`src/rtl/hex_display_arbiter.sv`:
```
// Round-robin arbiter sharing one signed-digit seven-segment display among NREQ requesters.
// Define HEX_ARB_BLINK_EN to blink the display while an overflowed value is shown.
module hex_display_arbiter #(
    parameter int unsigned NREQ         = 4,
    parameter int unsigned HOLD_CYCLES  = 50000000,
    parameter int unsigned GAP_CYCLES   = 5000000,
    parameter int unsigned BLINK_CYCLES = 12500000,
    parameter int unsigned CW           = 26
) (
    input  logic              clk,
    input  logic              rst_n,
    input  logic [NREQ-1:0]   req,
    input  logic [4*NREQ-1:0] val,
    input  logic [NREQ-1:0]   ovf,
    output logic [NREQ-1:0]   gnt,
    output logic [NREQ-1:0]   ack,
    output logic [3:0]        num,
    output logic              sign,
    output logic              of,
    output logic              off,
    output logic              dec,
    output logic              busy
);

    localparam int unsigned IW = $clog2(NREQ);
    localparam logic [CW-1:0] HOLD_LAST = CW'(HOLD_CYCLES - 1);
    localparam logic [CW-1:0] GAP_LAST  = CW'(GAP_CYCLES - 1);

    // Elaboration-time guard: the shared counter width must cover every configured period.
    if ((((HOLD_CYCLES - 1) >> CW) != 0) || (((GAP_CYCLES - 1) >> CW) != 0) ||
        (((BLINK_CYCLES - 1) >> CW) != 0)) begin : g_cw_too_small
        $error("CW too narrow for the configured cycle counts");
    end

    typedef enum logic [1:0] {IDLE, SHOW, GAP} state_t;

    state_t            state;
    logic [CW-1:0]     cnt;
    logic [IW-1:0]     ptr;
    logic [IW-1:0]     win;
    logic [IW-1:0]     cand;
    logic [NREQ-1:0]   win_oh;
    logic [3:0]        win_val;
    logic              win_ovf;
    logic              found;
    logic              grant;
    int unsigned       idx;

`ifdef HEX_ARB_BLINK_EN
    localparam logic [CW-1:0] BLINK_LAST = CW'(BLINK_CYCLES - 1);
    logic [CW-1:0]     bcnt;
`endif

    // First set request scanning ptr+1, ptr+2, ... with wrap.
    always_comb begin
        found = 1'b0;
        win   = '0;
        idx   = 0;
        cand  = '0;
        for (int unsigned k = 1; k <= NREQ; k++) begin
            idx  = (32'(ptr) + k) % NREQ;
            cand = IW'(idx);
            if (!found && req[cand]) begin
                found = 1'b1;
                win   = cand;
            end
        end
        win_oh  = NREQ'(1) << win;
        win_val = val[{win, 2'b00} +: 4];
        win_ovf = ovf[win];
    end

    assign grant = found && ((state == IDLE) || ((state == GAP) && (cnt == GAP_LAST)));

    always_ff @(posedge clk or negedge rst_n) begin
        if (!rst_n) begin
            state <= IDLE;
            cnt   <= '0;
            ptr   <= IW'(NREQ - 1);
            gnt   <= '0;
            ack   <= '0;
            num   <= '0;
            sign  <= 1'b0;
            of    <= 1'b0;
            off   <= 1'b1;
            dec   <= 1'b0;
            busy  <= 1'b0;
`ifdef HEX_ARB_BLINK_EN
            bcnt  <= '0;
`endif
        end else if (grant) begin
            state <= SHOW;
            cnt   <= '0;
            ptr   <= win;
            gnt   <= win_oh;
            ack   <= '0;
            num   <= win_val;
            sign  <= win_val[3];
            of    <= win_ovf;
            off   <= 1'b0;
            dec   <= win[0];
            busy  <= 1'b1;
`ifdef HEX_ARB_BLINK_EN
            bcnt  <= '0;
`endif
        end else begin
            case (state)
                IDLE: begin
                    off <= 1'b1;
                end
                SHOW: begin
                    if (cnt == HOLD_LAST) begin
                        state <= GAP;
                        cnt   <= '0;
                        ack   <= gnt;
                        gnt   <= '0;
                        off   <= 1'b1;
                        dec   <= 1'b0;
                    end else begin
                        cnt <= cnt + CW'(1);
`ifdef HEX_ARB_BLINK_EN
                        if (of) begin
                            if (bcnt == BLINK_LAST) begin
                                off  <= ~off;
                                bcnt <= '0;
                            end else begin
                                bcnt <= bcnt + CW'(1);
                            end
                        end
`endif
                    end
                end
                GAP: begin
                    ack <= '0;
                    if (cnt == GAP_LAST) begin
                        state <= IDLE;
                        cnt   <= '0;
                        busy  <= 1'b0;
                    end else begin
                        cnt <= cnt + CW'(1);
                    end
                end
                default: begin
                    state <= IDLE;
                    cnt   <= '0;
                end
            endcase
        end
    end

endmodule

```
`config.mk`:
```
export PLATFORM = sky130hd
export DESIGN_NAME = hex_display_arbiter
export DESIGN_NICKNAME = d
export VERILOG_FILES = /design/src/rtl/hex_display_arbiter.sv
export SDC_FILE = /design/constraint.sdc
export NUM_CORES = 1
export LEC_CHECK = 0
export ABC_AREA = 1
export CAP_MARGIN = 20
export CORE_MARGIN = 3
export CORE_UTILIZATION = 35
export CTS_BUF_LIST = sky130_fd_sc_hd__clkbuf_16
export CTS_CLUSTER_DIAMETER = 150
export DETAILED_ROUTE_END_ITERATION = 6
export HOLD_SLACK_MARGIN = 0.02
export PLACE_DENSITY = 0.59
export SLEW_MARGIN = 30
export SYNTH_ARGS = -nofsm -noshare
export SYNTH_HDL_FRONTEND = slang
export SYNTH_SLANG_ARGS = --single-unit
```
`constraint.sdc`:
```
create_clock -name clk -period 2.3 [get_ports clk]
set_input_delay 0.345 -clock clk [delete_from_list [all_inputs] [get_ports clk]]
set_output_delay 0.345 -clock clk [all_outputs]
set_load 0.03 [all_outputs]
```
==> After elaboration in Yosys (flattened, before gate mapping) <==
Index checks and enable logic that the tools add are counted.
{ "word_totals": {"elab_cells": 92, "output_inout_bits": 17, "register_bits": 47, "inputBits": 26} }
{ "op_classes": {"n_shift": 2, "n_eq_ne": 7, "n_reduce_logical": 21, "n_mux": 41, "magnitude_cmp": 5, "n_addsub": 5} }
{ "op_table": {"columns": ["cell", "count"], "rows": [
  ["2-to-1 mux 26 bit", 3],
  ["one-hot mux 26 bit (3 select lines)", 1],
  ["adder 26 x 1 -> 26 bit, second input constant", 1],
  ["equality test 26 x 23 -> 1 bit, second input constant", 1],
  ["equality test 26 bit, second input constant", 1],
  ["2-to-1 mux 4 bit", 5],
  ["2-to-1 mux 1 bit", 17],
  ["indexed part select 16 x 5 -> 4 bit", 1],
  ["< comparator 2 x 3 -> 1 bit, second input constant", 5],
  ["2-to-1 mux 2 bit", 7],
  ["binary-select mux 1 bit (select 2 bit)", 5],
  ["one-hot mux 4 bit (2 select lines)", 1],
  ["AND reduction 2 bit", 4],
  ["nonzero test 2 bit", 4],
  ["one-hot mux 2 bit (3 select lines)", 1],
  ["nonzero test 3 bit", 2],
  ["logical AND 1 bit", 5],
  ["adder 2 x 1 -> 2 bit, second input constant", 2],
  ["adder 2 bit, second input constant", 2],
  ["left shift 1 x 2 -> 4 bit, first input constant", 1],
  ["zero test 1 bit", 3],
  ["!= test 3 x 2 -> 1 bit, second input constant", 1],
  ["!= test 3 bit, second input constant", 1],
  ["AND reduction 3 bit", 1],
  ["other kinds (6)", 6]
]} }

==> Depth between registers and ports, before layout <==
Gate-level depths: netlist of the first run.
{ "depth": {"ltp_word": 16, "ltp_mapped": 17} }

==> Worst setup path before layout of the first run <==
Ideal clock, no wire load.
{ "synth_timing": {"path_type": "register to register", "startpoint": "reg ptr[0]", "endpoint": "reg ack[0]", "period_less_slack_ps": 1771, "setup_slack_ps": 529, "required_time_ps": 2233, "arrival_ps": 1705, "path_stages_with_launch": 16, "cell_sequence": "dfstp_2 buf_6 inv_4 nand2_1 nand2_1 nand2_2 nand2_4 nor2_8 nand3_2 nand2_2 buf_6 inv_4 buf_6 nor2_8 nand4_1 nand2_1"} }
{ "synth_between": {"elab_chain_cells": 16, "elab_cells_between_ends": 27} }
{ "synth_lines": {"columns": ["element", "line_no", "rtl"], "rows": [
  ["start: declaration", "39", "logic [IW-1:0] ptr;"],
  ["start signal: assignment", "79", "ptr <= IW'(NREQ - 1);"],
  ["start signal: assignment", "94", "ptr <= win;"],
  ["adder 2 x 1 -> 2 bit", "61", "idx = (32'(ptr) + k) % NREQ;"],
  ["binary-select mux 1 bit (select 2 bit)", "63", "if (!found && req[cand]) begin"],
  ["2-to-1 mux 1 bit (not written as such)", "63", null],
  ["2-to-1 mux 1 bit", "63", null],
  ["zero test 1 bit", "63", null],
  ["logical AND 1 bit", "63", null],
  ["2-to-1 mux 1 bit", "63", null],
  ["zero test 1 bit", "63", null],
  ["logical AND 1 bit", "63", null],
  ["2-to-1 mux 1 bit", "63", null],
  ["zero test 1 bit", "63", null],
  ["logical AND 1 bit", "63", null],
  ["2-to-1 mux 1 bit *", "63", null],
  ["logical AND 1 bit *", "73", "assign grant = found && ((state == IDLE) || ((state == GAP) && (cnt == GAP_LAST)));"],
  ["!= test 3 bit (no source line) / nonzero test 3 bit (equally long branches)", null, null],
  ["AND reduction 2 bit (no source line)", null, null],
  ["end signal: assignment", "115", "ack <= gnt;"],
  ["end: declaration", "16", "output logic [NREQ-1:0] ack,"]
]} }
Mark *: on every way between the ends. The rest lies on a longest branch, timed or not. The select of a mux whose other input is x is not followed.
A chain may end at the register's enable or synchronous reset.

==> Worst setup path in the final report of the first run <==
{ "layout_timing": {"startpoint": "reg cnt[0]", "endpoint": "reg cnt[10]"} }
{ "layout_between": {"elab_chain_cells": 5, "elab_cells_between_ends": 11} }
{ "layout_lines": {"columns": ["element", "line_no", "rtl"], "rows": [
  ["start: declaration", "38", "logic [CW-1:0] cnt;"],
  ["start signal: assignment", "120", "cnt <= cnt + CW'(1);"],
  ["start signal: assignment", "140", "cnt <= cnt + CW'(1);"],
  ["parallel branches: the longest is 5 deep, another holds adder 26 x 1 -> 26 bit", null, null]
]} }
Several ways; the timed one is not identified.

==> results of run 1 <==
==> layer usage <==
| layer | GRT usage, % | routed length [um] | up-vias |
|---|---|---|---|
| met1 | 25.3 | 4540 | 1595 |
| met4 | 7.22 | 290 | 0 |
| li1 | - | - | 1755 |
| met5 | 0 | 0 | - |
| met3 | 2.42 | 550 | 20 |
| met2 | 29.7 | 4510 | 117 |
==> cell usage after synthesis, types with 2 or more instances <==
library cell    n  area, um2
o21ai_0        11       55.1
buf_2          12       60.1
buf_4           3       22.5
xor2_1         16        140
nand2_2         6       37.5
nand3_1        50        250
inv_4           2       12.5
dfstp_2         3       78.8
nor2_8          2       40.0
nor4_1          4       25.0
nor2_1         42        158
xnor2_1         2       17.5
o21ai_1         8       40.0
ha_1            4       50.1
nand3b_1        2       15.0
nand4_1        40        250
inv_1          44        165
dfrtp_1        43       1080
buf_6           3       33.8
nor3_1         13       65.1
nand2_1       165        619
a21oi_1         6       30.0
inv_2           7       26.3
==> repair_timing <==
item | 4_1_cts | 5_1_grt
setup endpoints to repair | 0 | 13
setup buffers | 0 | 2
gates resized for setup | 0 | 2
==> power breakdown <==
part / leakage (uW) / internal (uW) / switching (uW) / total [uW]
Combinational: 0.00134 / 65.4 / 68.7 / 134
Sequential: 0.000607 / 809 / 0 / 809
Clock: 0.0000819 / 521 / 343 / 864
Total: 0.00203 / 1390 / 412 / 1810
==> registers in the layout, summed over array words and instances (netlist names) <==
signal	flops
dec	1
of	1
ack	4
busy	1
cnt	26
gnt	4
state	2
off	1
num	4
ptr	2
==> metrics by stage <==
stage | power, uW | utilization, % | hold slack (ps) | worst slack, ps
3_5_place_dp | 960 | 43.6 | 482 | 93.7
3_3_place_gp | 959 | 43.6 | 468 | 131
6_report | 1810 | 45.8 | 154 | 174
4_1_cts | 1820 | 45.4 | 182 | 164
2_1_floorplan | 884 | - | 49.4 | 529
5_1_grt | 1860 | 45.8 | 220 | 9.04
==> cell families after synthesis <==
kind of cell	count (synthesis)	share of synthesized area, %
muxes	1	0.296
DFF	46	34.2
xor gates and xnor gates	18	4.67
and+or+nand+nor	330	44.9
adders and majority gates	4	1.48
buffers and inverters	73	9.70
AOI/OAI and AO/OA	29	4.82
==> worst max-delay path, cell delays in order, from the launching register on <==
cell     delay, ps
dfrtp_1        410
ha_1           230
nand3_1        140
nor2_4         150
nand2_1        130
nor3_1         160
nand2_1        100
nand2_1         90
nand2_1        190
nand2_1        160
nand2_1         70
inv_2          130
nor2_1          70
==> final timing paths <==
check | start | endpoint | slack [ps]
min in group clk | busy$_DFFE_PN0P_ | busy$_DFFE_PN0P_ | 500
max in group asynchronous | rst_n | gnt[2]$_DFFE_PN0P_ | 1500
setup / recovery | cnt[0]$_DFFE_PN0N_ | cnt[10]$_DFFE_PN0N_ | 170
hold reg to reg | busy$_DFFE_PN0P_ | busy$_DFFE_PN0P_ | 500
hold / removal | rst_n | cnt[20]$_DFFE_PN0N_ | 150
setup reg to reg | cnt[0]$_DFFE_PN0N_ | cnt[10]$_DFFE_PN0N_ | 170
==> cell type report <==
| cell class | instances | share of cell area, % |
|---|---|---|
| clock buffer | 5 | 2.93 |
| clock inverter | 3 | 1.14 |
| inverter | 54 | 4.87 |
| multi-input combinational | 382 | 44.5 |
| sequential | 46 | 27.1 |
| tap | 129 | 3.78 |
| timing repair buffer | 71 | 15.7 |
==> flow_summary.yaml, run 1 <==
timing:
  fmax_mhz: 470
  rsz0062_at_grt: "false"
  setup_viol: 0
  fin_crit_ps: 2130
  maxSlewHeadroom_pct: 44.3
  hold_violations: 0
  tightestPinTransition_ps: 835
  final-max-slew-violation-count: 0
  fin_setup_tns_ps: 0
  finClkSkew_ps: 8.43
  min_period_over_period_pct: 92.4
global_routing:
  grt_antenna_before_repair: 0
  overflow: 0
  grt.total_usage_pct: 18.5
  grt_pass1_vias: 3327
  grt_pass1_wl_mm: 16.5
  grt_max_degree: 36
yosys:
  postSynth.asyncResetShare_pct: 100
  seq_area_frac_synth_pct: 34.2
  netlist_instances: 501
  synthesis.nets: 531
  ys_ff_latch: 46
  syn_area_um2: 3380
  yosys_most_used_dff: "dfrtp_1"
  synth_cell_type_count: 36
  synth.avg_cell_area_um2: 6.74
  yosysWarnings: 0
  synth_edf_count: 0
pwr:
  powerDensity_nw_per_um2: 423
  ir_drop_v: 0.000249
  p_leak_uw: 0.00203
setup_path:
  end_kind: "register"
  r2r_cells: 12
  crit_type: "reg2reg"
  crit_path_max_fanout: 9
  start_kind: "register"
  worst_ep_arrival_time_ps: 2300
  cp.required_ps: 2480
placed_design:
  gp_routability_congestion: 1.02
  hpwl_mm: 7.55
  dp_cells: 680
  post_dp_cell_area_um2: 4060
  portBuffers: 42
final_layout:
  regArea_um2: 1150
  fin_area_um2: 4270
  fill_cells: 951
  multiInputGateArea_um2: 1900
  finalNetCount: 590
  final_common_cell: "nand2_1"
  drive_above_1_share_pct: 11.8
  area_delta_synth_final_pct: 26.4
  antenna_cells: 0
  instances_no_fill: 690
  final_cell_mix: "nand2_1 (163), nand3_1 (50), inv_1 (44)"
cts:
  cts_sinks: 46
  clk_latency_ps: 290
  htree_levels: 2
  clockRootBuffer: "clkbuf_16"
  cts_tree: "built"
  holdBufCountCts: 0
  clk_pin_slew_worst_paths_ps: 70
  clockBufferDepth: 2
  numCtsBuffers: 5
floorplanning:
  dieArea_um2: 10900
  io_pins: 43
  fp-row-count: 35
  die_w_um: 104
  die_h_um: 104
  core_area_um2: 9330
  start_util_pct: 36.2
drt:
  vias: 3487
  drc_errors: 0
  drt-vias-per-instance: 5.05
  ant_nets: 0
  detail_route.iter0.violations: 227
  first_pass_iters: 5
  wl_per_cell_um: 14.3
  routed_wl_mm: 9.90
hold_path:
  min_path_type: "in2async"
outcome:
  status: "finished, final reports clean"
flow_run:
  drv_cap: 0
Note: power is estimated with default switching activity, not from simulation.
==> inputs of run 2 (changes only) <==
==> constraint.sdc (replaced) <==
create_clock -name clk -period 2.3 [get_ports clk]
set_input_delay 0.575 -clock clk [delete_from_list [all_inputs] [get_ports clk]]
set_output_delay 0.575 -clock clk [all_outputs]
set_load 0.03 [all_outputs]
==> flow_summary.yaml, run 2 (synthesis gave the netlist of run 1 again) <==
timing:
  min_period_over_period_pct: 90.5
  tightestPinTransition_ps: 559
  fin_crit_ps: 2080
  hold_violations: 0
  fmax_mhz: 480
  setup_viol: 0
  final-max-slew-violation-count: 0
  maxSlewHeadroom_pct: 62.7
  rsz0062_at_grt: "false"
  timing.hold.ws_ps: 266
  finClkSkew_ps: 5.23
floorplanning:
  die_w_um: 104
  start_util_pct: 36.2
  die_h_um: 104
  io_pins: 43
  core_area_um2: 9330
  fp-row-count: 35
  dieArea_um2: 10900
placed_design:
  post_dp_cell_area_um2: 4130
  portBuffers: 42
  gp_routability_congestion: 0.955
  hpwl_mm: 7.71
cts:
  holdBufCountCts: 0
  post_cts_buffers: 0
  cts_resized: 0
  cts_sinks: 46
  clk_latency_ps: 290
  numCtsBuffers: 5
  clockRootBuffer: "clkbuf_16"
  htree_levels: 2
  clk_pin_slew_worst_paths_ps: 60
  clockBufferDepth: 2
  cts_tree: "built"
outcome:
  status: "finished, final reports clean"
setup_path:
  path_delay_family: "buffers and inverters"
  worst_ep_arrival_time_ps: 1510
  end_kind: "primary output"
  slowest_delay_ps: 670
  cpMaxStageDelayCell: "clkdlybuf4s50_1"
  start_kind: "register"
  cp.required_ps: 1730
  critPathBufInv: 1
  crit_path_max_fanout: 2
  crit_type: "reg2out"
  crit_chain: "clkdlybuf4s50_1"
drt:
  wl_per_cell_um: 14.1
  drc_errors: 0
  first_pass_iters: 5
  ant_nets: 0
  vias: 3469
  drt-vias-per-instance: 4.99
  routed_wl_mm: 9.80
  detail_route.iter0.violations: 196
pwr:
  p_switching_uw: 396
  pwr-share-clk_pct: 47.1
  p_leak_uw: 0.00205
  power_uw: 1790
  p_sw_share_pct: 22.2
  ir_drop_v: 0.000246
  p_int_uw: 1390
  powerDensity_nw_per_um2: 416
  power_frac_seq_pct: 45.2
  p_comb_share_pct: 7.6
flow_run:
  drv_cap: 0
final_layout:
  largest_reg_flops: 26
  finalNetCount: 595
  drive_above_1_share_pct: 12.2
  final_cell_mix: "nand2_1 (165), nand3_1 (50), inv_1 (44)"
  largest-register: "cnt"
  final_common_cell: "nand2_1"
  area_delta_synth_final_pct: 27.2
  antenna_cells: 0
  fin_area_um2: 4300
global_routing:
  grt_use_met1_pct: 25.4
  grt_max_degree: 26
  grt_pass1_vias: 3481
  overflow: 0
  gr-usage-met2_pct: 30.9
  grt.total_usage_pct: 19.0
  grt_antenna_before_repair: 0
  busiest_layer: "met2"
  use_met3_pct: 2.11
  grt_pass1_wl_mm: 17.0
hold_path:
  min_path_type: "in2async"
==> run 2: power groups by stage <==
stage / clock, uW / combinational, uW / sequential (uW)
final: 842 / 136 / 809
after global routing: 891 / 156 / 808
after CTS: 859 / 139 / 809
after detailed placement: 0 / 138 / 824
after global placement: 0 / 138 / 824
after floorplan: 0 / 60.0 / 824
==> run 2: stage by stage <==
stage	std cells	worst slack (ps)	util [%]	setup TNS (ps)
2_1_floorplan	501	529	-	0
3_3_place_gp	687	-17.9	44.3	-84.8
3_5_place_dp	687	-55.1	44.3	-539
4_1_cts	695	208	46.1	0
5_1_grt	695	47.0	46.1	0
6_report	695	219	46.1	0
==> run 2: area by class of cell <==
cell class                 count  area [um2]
fill                         969        5030
clock buffer                   5         125
sequential                    46        1150
inverter                      54         208
tap                          129         161
timing repair buffer          76         708
multi-input combinational    382        1900
clock inverter                 3        43.8
==> run 2: final timing paths <==
check                                        start                   to  slack, ps  cells after the start
worst max-delay path               off$_DFFE_PN1P_                  off        220                      1
worst min-delay path                         rst_n  cnt[20]$_DFFE_PN0N_        270                      1
worst max register to register  ptr[0]$_DFFE_PN1P_  cnt[23]$_DFFE_PN0N_        270                     11
worst min register to register  num[2]$_DFFE_PN0P_   num[2]$_DFFE_PN0P_        490                      2
max in group asynchronous                    rst_n      off$_DFFE_PN1P_       1430                      2
min in group clk                num[2]$_DFFE_PN0P_   num[2]$_DFFE_PN0P_        490                      2
==> run 2: per-layer routing <==
metal	vias up	wire length, um
met1	1593	4370
met3	22	470
met5	-	0
met4	0	365
met2	90	4590
li1	1764	-
==> inputs of run 3 (changes only) <==
--- a/config.mk
+++ b/config.mk
@@ -6,14 +6,14 @@
 export NUM_CORES = 1
 export LEC_CHECK = 0
 export ABC_AREA = 1
-export CAP_MARGIN = 20
-export CORE_MARGIN = 3
+export CORE_MARGIN = 1
 export CORE_UTILIZATION = 35
 export CTS_BUF_LIST = sky130_fd_sc_hd__clkbuf_16
 export CTS_CLUSTER_DIAMETER = 150
 export DETAILED_ROUTE_END_ITERATION = 6
 export HOLD_SLACK_MARGIN = 0.02
 export PLACE_DENSITY = 0.59
+export REMOVE_ABC_BUFFERS = 1
 export SLEW_MARGIN = 30
 export SYNTH_ARGS = -nofsm -noshare
 export SYNTH_HDL_FRONTEND = slang
==> flow_summary.yaml, run 3 (synthesis gave the netlist of run 1 again) <==
outcome:
  status: "finished, final reports clean"
final_layout:
  drive_above_1_share_pct: 12.1
  final_cell_mix: "nand2_1 (163), nand3_1 (50), inv_1 (45)"
  largest-register: "cnt"
  instances_no_fill: 693
  finalNetCount: 593
  area_delta_synth_final_pct: 25.7
  antenna_cells: 0
  largest_reg_flops: 26
  final_common_cell: "nand2_1"
floorplanning:
  die_w_um: 100
  die_h_um: 100
  start_util_pct: 36.4
  dieArea_um2: 10000
  fp-row-count: 35
  io_pins: 43
  core_area_um2: 9280
timing:
  tightestPinTransition_ps: 513
  min_period_over_period_pct: 90.4
  final-max-slew-violation-count: 0
  finClkSkew_ps: 8.23
  fin_crit_ps: 2080
  maxSlewHeadroom_pct: 65.8
  rsz0062_at_grt: "true"
  setup_viol: 0
  fin_ws_ps: 220
  hold_violations: 0
  fmax_mhz: 481
pwr:
  power_frac_seq_pct: 48.8
  p_int_uw: 1280
  pwr-share-clk_pct: 42.9
  p_comb_share_pct: 8.3
  powerDensity_nw_per_um2: 391
  ir_drop_v: 0.000364
  p_leak_uw: 0.00203
  p_sw_share_pct: 23.0
  p_switching_uw: 382
drt:
  ant_nets: 0
  detail_route.iter0.violations: 203
  drc_errors: 0
  first_pass_iters: 4
  wl_per_cell_um: 13.9
  drt-vias-per-instance: 4.98
  routed_wl_mm: 9.64
  vias: 3454
setup_path:
  critPathBufInv: 3
  crit_chain: "ha_1 -> nand3_1 -> nor2_4 -> inv_2 -> nor2_2 -> nand3_1 -> nand2_1 -> nand2_2 -> buf_4 -> buf_4 -> o31ai_1"
  path_delay_family: "simple AND/OR/NAND/NOR gates"
  slowest_delay_ps: 410
  start_kind: "register"
  worst_ep_arrival_time_ps: 2280
  crit_type: "reg2reg"
  cp.required_ps: 2500
  crit_path_max_fanout: 12
  cpMaxStageDelayCell: "dfrtp_1"
  r2r_setup_slack_ps: 220
  end_kind: "register"
cts:
  cts_tree: "built"
  cts_sinks: 46
  clockBufferDepth: 2
  clk_latency_ps: 290
  clk_pin_slew_worst_paths_ps: 70
  holdBufCountCts: 0
  numCtsBuffers: 5
  htree_levels: 2
  clockRootBuffer: "clkbuf_16"
hold_path:
  min_path_type: "in2async"
placed_design:
  dpl_worst_slack_ps: -89.7
  hpwl_mm: 7.49
  gp_routability_congestion: 1.00
  portBuffers: 42
  dp_cells: 684
global_routing:
  grt_max_degree: 27
  grt_pass1_wl_mm: 16.2
  grt_antenna_before_repair: 0
  overflow: 0
  grt.total_usage_pct: 20.5
  grt_pass1_vias: 3323
flow_run:
  drv_cap: 0
==> run 3: area by class of cell <==
class                   count  area [um2]
clock buffers               5         125
clock inverters             3        17.5
fillers                   996        5040
inverters                  54         208
multi-input cells         382        1900
flip-flops and latches     46        1150
well taps                 129         161
repair buffers             74         681
==> run 3: final timing paths <==
| kind | startpoint | endpoint | cells past startpoint |
|---|---|---|---|
| max | cnt[0]$_DFFE_PN0N_ | gnt[0]$_DFFE_PN0P_ | 11 |
| max reg2reg | cnt[0]$_DFFE_PN0N_ | gnt[0]$_DFFE_PN0P_ | 11 |
| max in group asynchronous | rst_n | ptr[1]$_DFFE_PN1P_ | 2 |
| min | rst_n | cnt[20]$_DFFE_PN0N_ | 1 |
| min in group clk | num[2]$_DFFE_PN0P_ | num[2]$_DFFE_PN0P_ | 2 |
| min reg2reg | num[2]$_DFFE_PN0P_ | num[2]$_DFFE_PN0P_ | 2 |
==> run 3: power groups by stage <==
| stage | clock network [uW] | registers [uW] | logic, uW |
|---|---|---|---|
| 4_1_cts | 731 | 809 | 141 |
| 3_5_place_dp | 0 | 824 | 140 |
| 2_1_floorplan | 0 | 824 | 56.9 |
| 5_1_grt | 758 | 808 | 158 |
| 6_report | 712 | 809 | 138 |
| 3_3_place_gp | 0 | 824 | 139 |
==> run 3: worst reg2reg max path, stage by stage (launching register included) <==
cell and delay, ps:
dfrtp_1 410, ha_1 220, nand3_1 130, nor2_4 170
inv_2 50, nor2_2 120, nand3_1 130, nand2_1 100
nand2_2 60, buf_4 180, buf_4 180, o31ai_1 230
==> run 3: metal layers <==
layer / part of all wire, % / global-route usage, %
met5: 0 / 0
met4: 2.0 / 6.58
met3: 4.8 / 2.65
met2: 47 / 33.8
met1: 46 / 27.9
==> run 3: what timing repair did <==
item                       4_1_cts  5_1_grt
setup endpoints to repair        0       11
setup buffers                    0        1
gates resized for setup          0        3
hold endpoints to repair         0        0
==> run 3: through the flow <==
step | hold slack (ps) | cell area (um2) | utilization (%) | TNS [ps] | power (uW)
after detailed placement | 481 | 4090 | 44.1 | -871 | 964
after floorplan | 279 | 3260 | - | -618 | 881
final | 251 | 4250 | 45.8 | 0 | 1660
after global routing | 291 | 4250 | 45.8 | -3.32 | 1720
after global placement | 472 | 4090 | 44.1 | -196 | 963
after CTS | 270 | 4240 | 45.6 | 0 | 1680
==> patch (flow settings as in run 2) <==
`GAP_CYCLES`: 5000000 -> 3750000.
--- a/src/rtl/hex_display_arbiter.sv
+++ b/src/rtl/hex_display_arbiter.sv
@@ -3,7 +3,7 @@
 module hex_display_arbiter #(
     parameter int unsigned NREQ         = 4,
     parameter int unsigned HOLD_CYCLES  = 50000000,
-    parameter int unsigned GAP_CYCLES   = 5000000,
+    parameter int unsigned GAP_CYCLES   = 3750000,
     parameter int unsigned BLINK_CYCLES = 12500000,
     parameter int unsigned CW           = 26
 ) (
Check against the original RTL: no difference found for any inputs over 10 cycles, from zero or initial values and one cycle with rst_n low; that may be too few to reach the edited logic, so the function may still have changed.
==> patch against run 2 <==
Worst setup slack worse by 0.058 ns; critical path type is now flip-flop to flip-flop; routed wire length down 4.6%; sequential cell count did not move; count of clock-buffer cells in the layout is the same; fmax is 2.7% lower; cell area decreased by 4.1%; area after synthesis shrank 2.8%.
Power is not compared: it rests on default switching activity, and its combinational part moved more than twofold at a synthesized area within 25%.
==> patch: results (changes against run 2) <==
----------------------------------------------------
[Run status]
  Result of the run ... complete, no violations (unchanged)

[Layout]
  Area added between synthesis and finish ... 25.50% (was 27.19%)
  Non-clock buffer count ... 65 (was 76)
  Design Area, Final ... 4120 um^2 (was 4297 um^2)
  Layout multi-input combinational cell count ... 369 (was 382)
  Filler Cell Count ... 958 (was 969)
  Fin nets ... 572 (was 595)

[Worst setup path]
  Peak per-stage delay on the critical path ... 0.38 ns (was 0.67 ns)
  Launch instance of the worst register-to-register path ... cnt[0] (was ptr[0])
  Critical path fanouts, max ... 13 (was 2)
  R2r setup slk ... 0.16 ns (was 0.27 ns)
  CP max-delay cell ... sky130_fd_sc_hd__dfrtp_1 (was sky130_fd_sc_hd__clkdlybuf4s50_1)
  Worst Setup Path Type ... flip-flop to flip-flop (was flip-flop to output port)
  Dominant delay contributor by cell family on the critical path ... simple AND/OR/NAND/NOR gates (was buffers and inverters)

[GRT]
  Pin count of the biggest net entering global routing ... 30 (was 26)
  Met2 Track Usage GR ... 29.89% (was 30.87%)
  Number of global-route vias before repair ... 3208 (was 3481)
  Global routing met3 resource utilization ... 3.112% (was 2.110%)
  Global-route wire length before repair ... 15730 um (was 17020 um)
  Met1 usage in global routing ... 26.40% (was 25.38%)

[Logic synthesis]
  Proportion of synthesized chip area in sequential cells ... 35.18% (was 34.19%)
  Number of unique standard cell types used by synthesis ... 38 (was 36)

[Detailed routing]
  Vias per cell ... 5.132 (was 4.991)
  Number of DRC violations after detailed-routing iteration 0 ... 176 (was 196)
  Drt pass-1 iters ... 4 (was 5)
  Wire length on met2 ... 4288 um (was 4590 um)

[Timing]
  Normalized max-slew margin ... 65.36% (was 62.73%)
  Minimum setup slack in the final design ... 0.1604 ns (was 0.2187 ns)

[Placed design]
  Pre-CTS setup slack ... -0.08403 ns (was -0.05511 ns)
  Area after detailed placement ... 3904 um^2 (was 4128 um^2)

----------------------------------------------------
patch: changes by cell type after synthesis, moves of 3 or more:
cell                               run 2  this run
sky130_fd_sc_hd__nand4_1              40        26
sky130_fd_sc_hd__nand2_1             165       157
sky130_fd_sc_hd__nor2_1               42        49
sky130_fd_sc_hd__nand3_1              50        55
sky130_fd_sc_hd__o21ai_0              11        16
sky130_fd_sc_hd__buf_2                12         8
sky130_fd_sc_hd__nor3_1               13         9
sky130_fd_sc_hd__o2111ai_1             0         4
sky130_fd_sc_hd__o21ai_1               8         4
sky130_fd_sc_hd__xor2_1               16        12
sky130_fd_sc_hd__nor4_1                4         1
patch: logic make-up (layout without fill, tap and decap cells):
| family | after synthesis | in the layout | synth area share, % |
|---|---|---|---|
| adders and majority gates | 4 | 4 | 1.524 |
| and+or+nand+nor | 319 | 319 | 44.55 |
| xor gates and xnor gates | 14 | 14 | 3.735 |
| AOI/OAI and AO/OA | 32 | 32 | 5.679 |
| buffers and inverters | 72 | 128 | 9.337 |
| DFF | 46 | 46 | 35.18 |
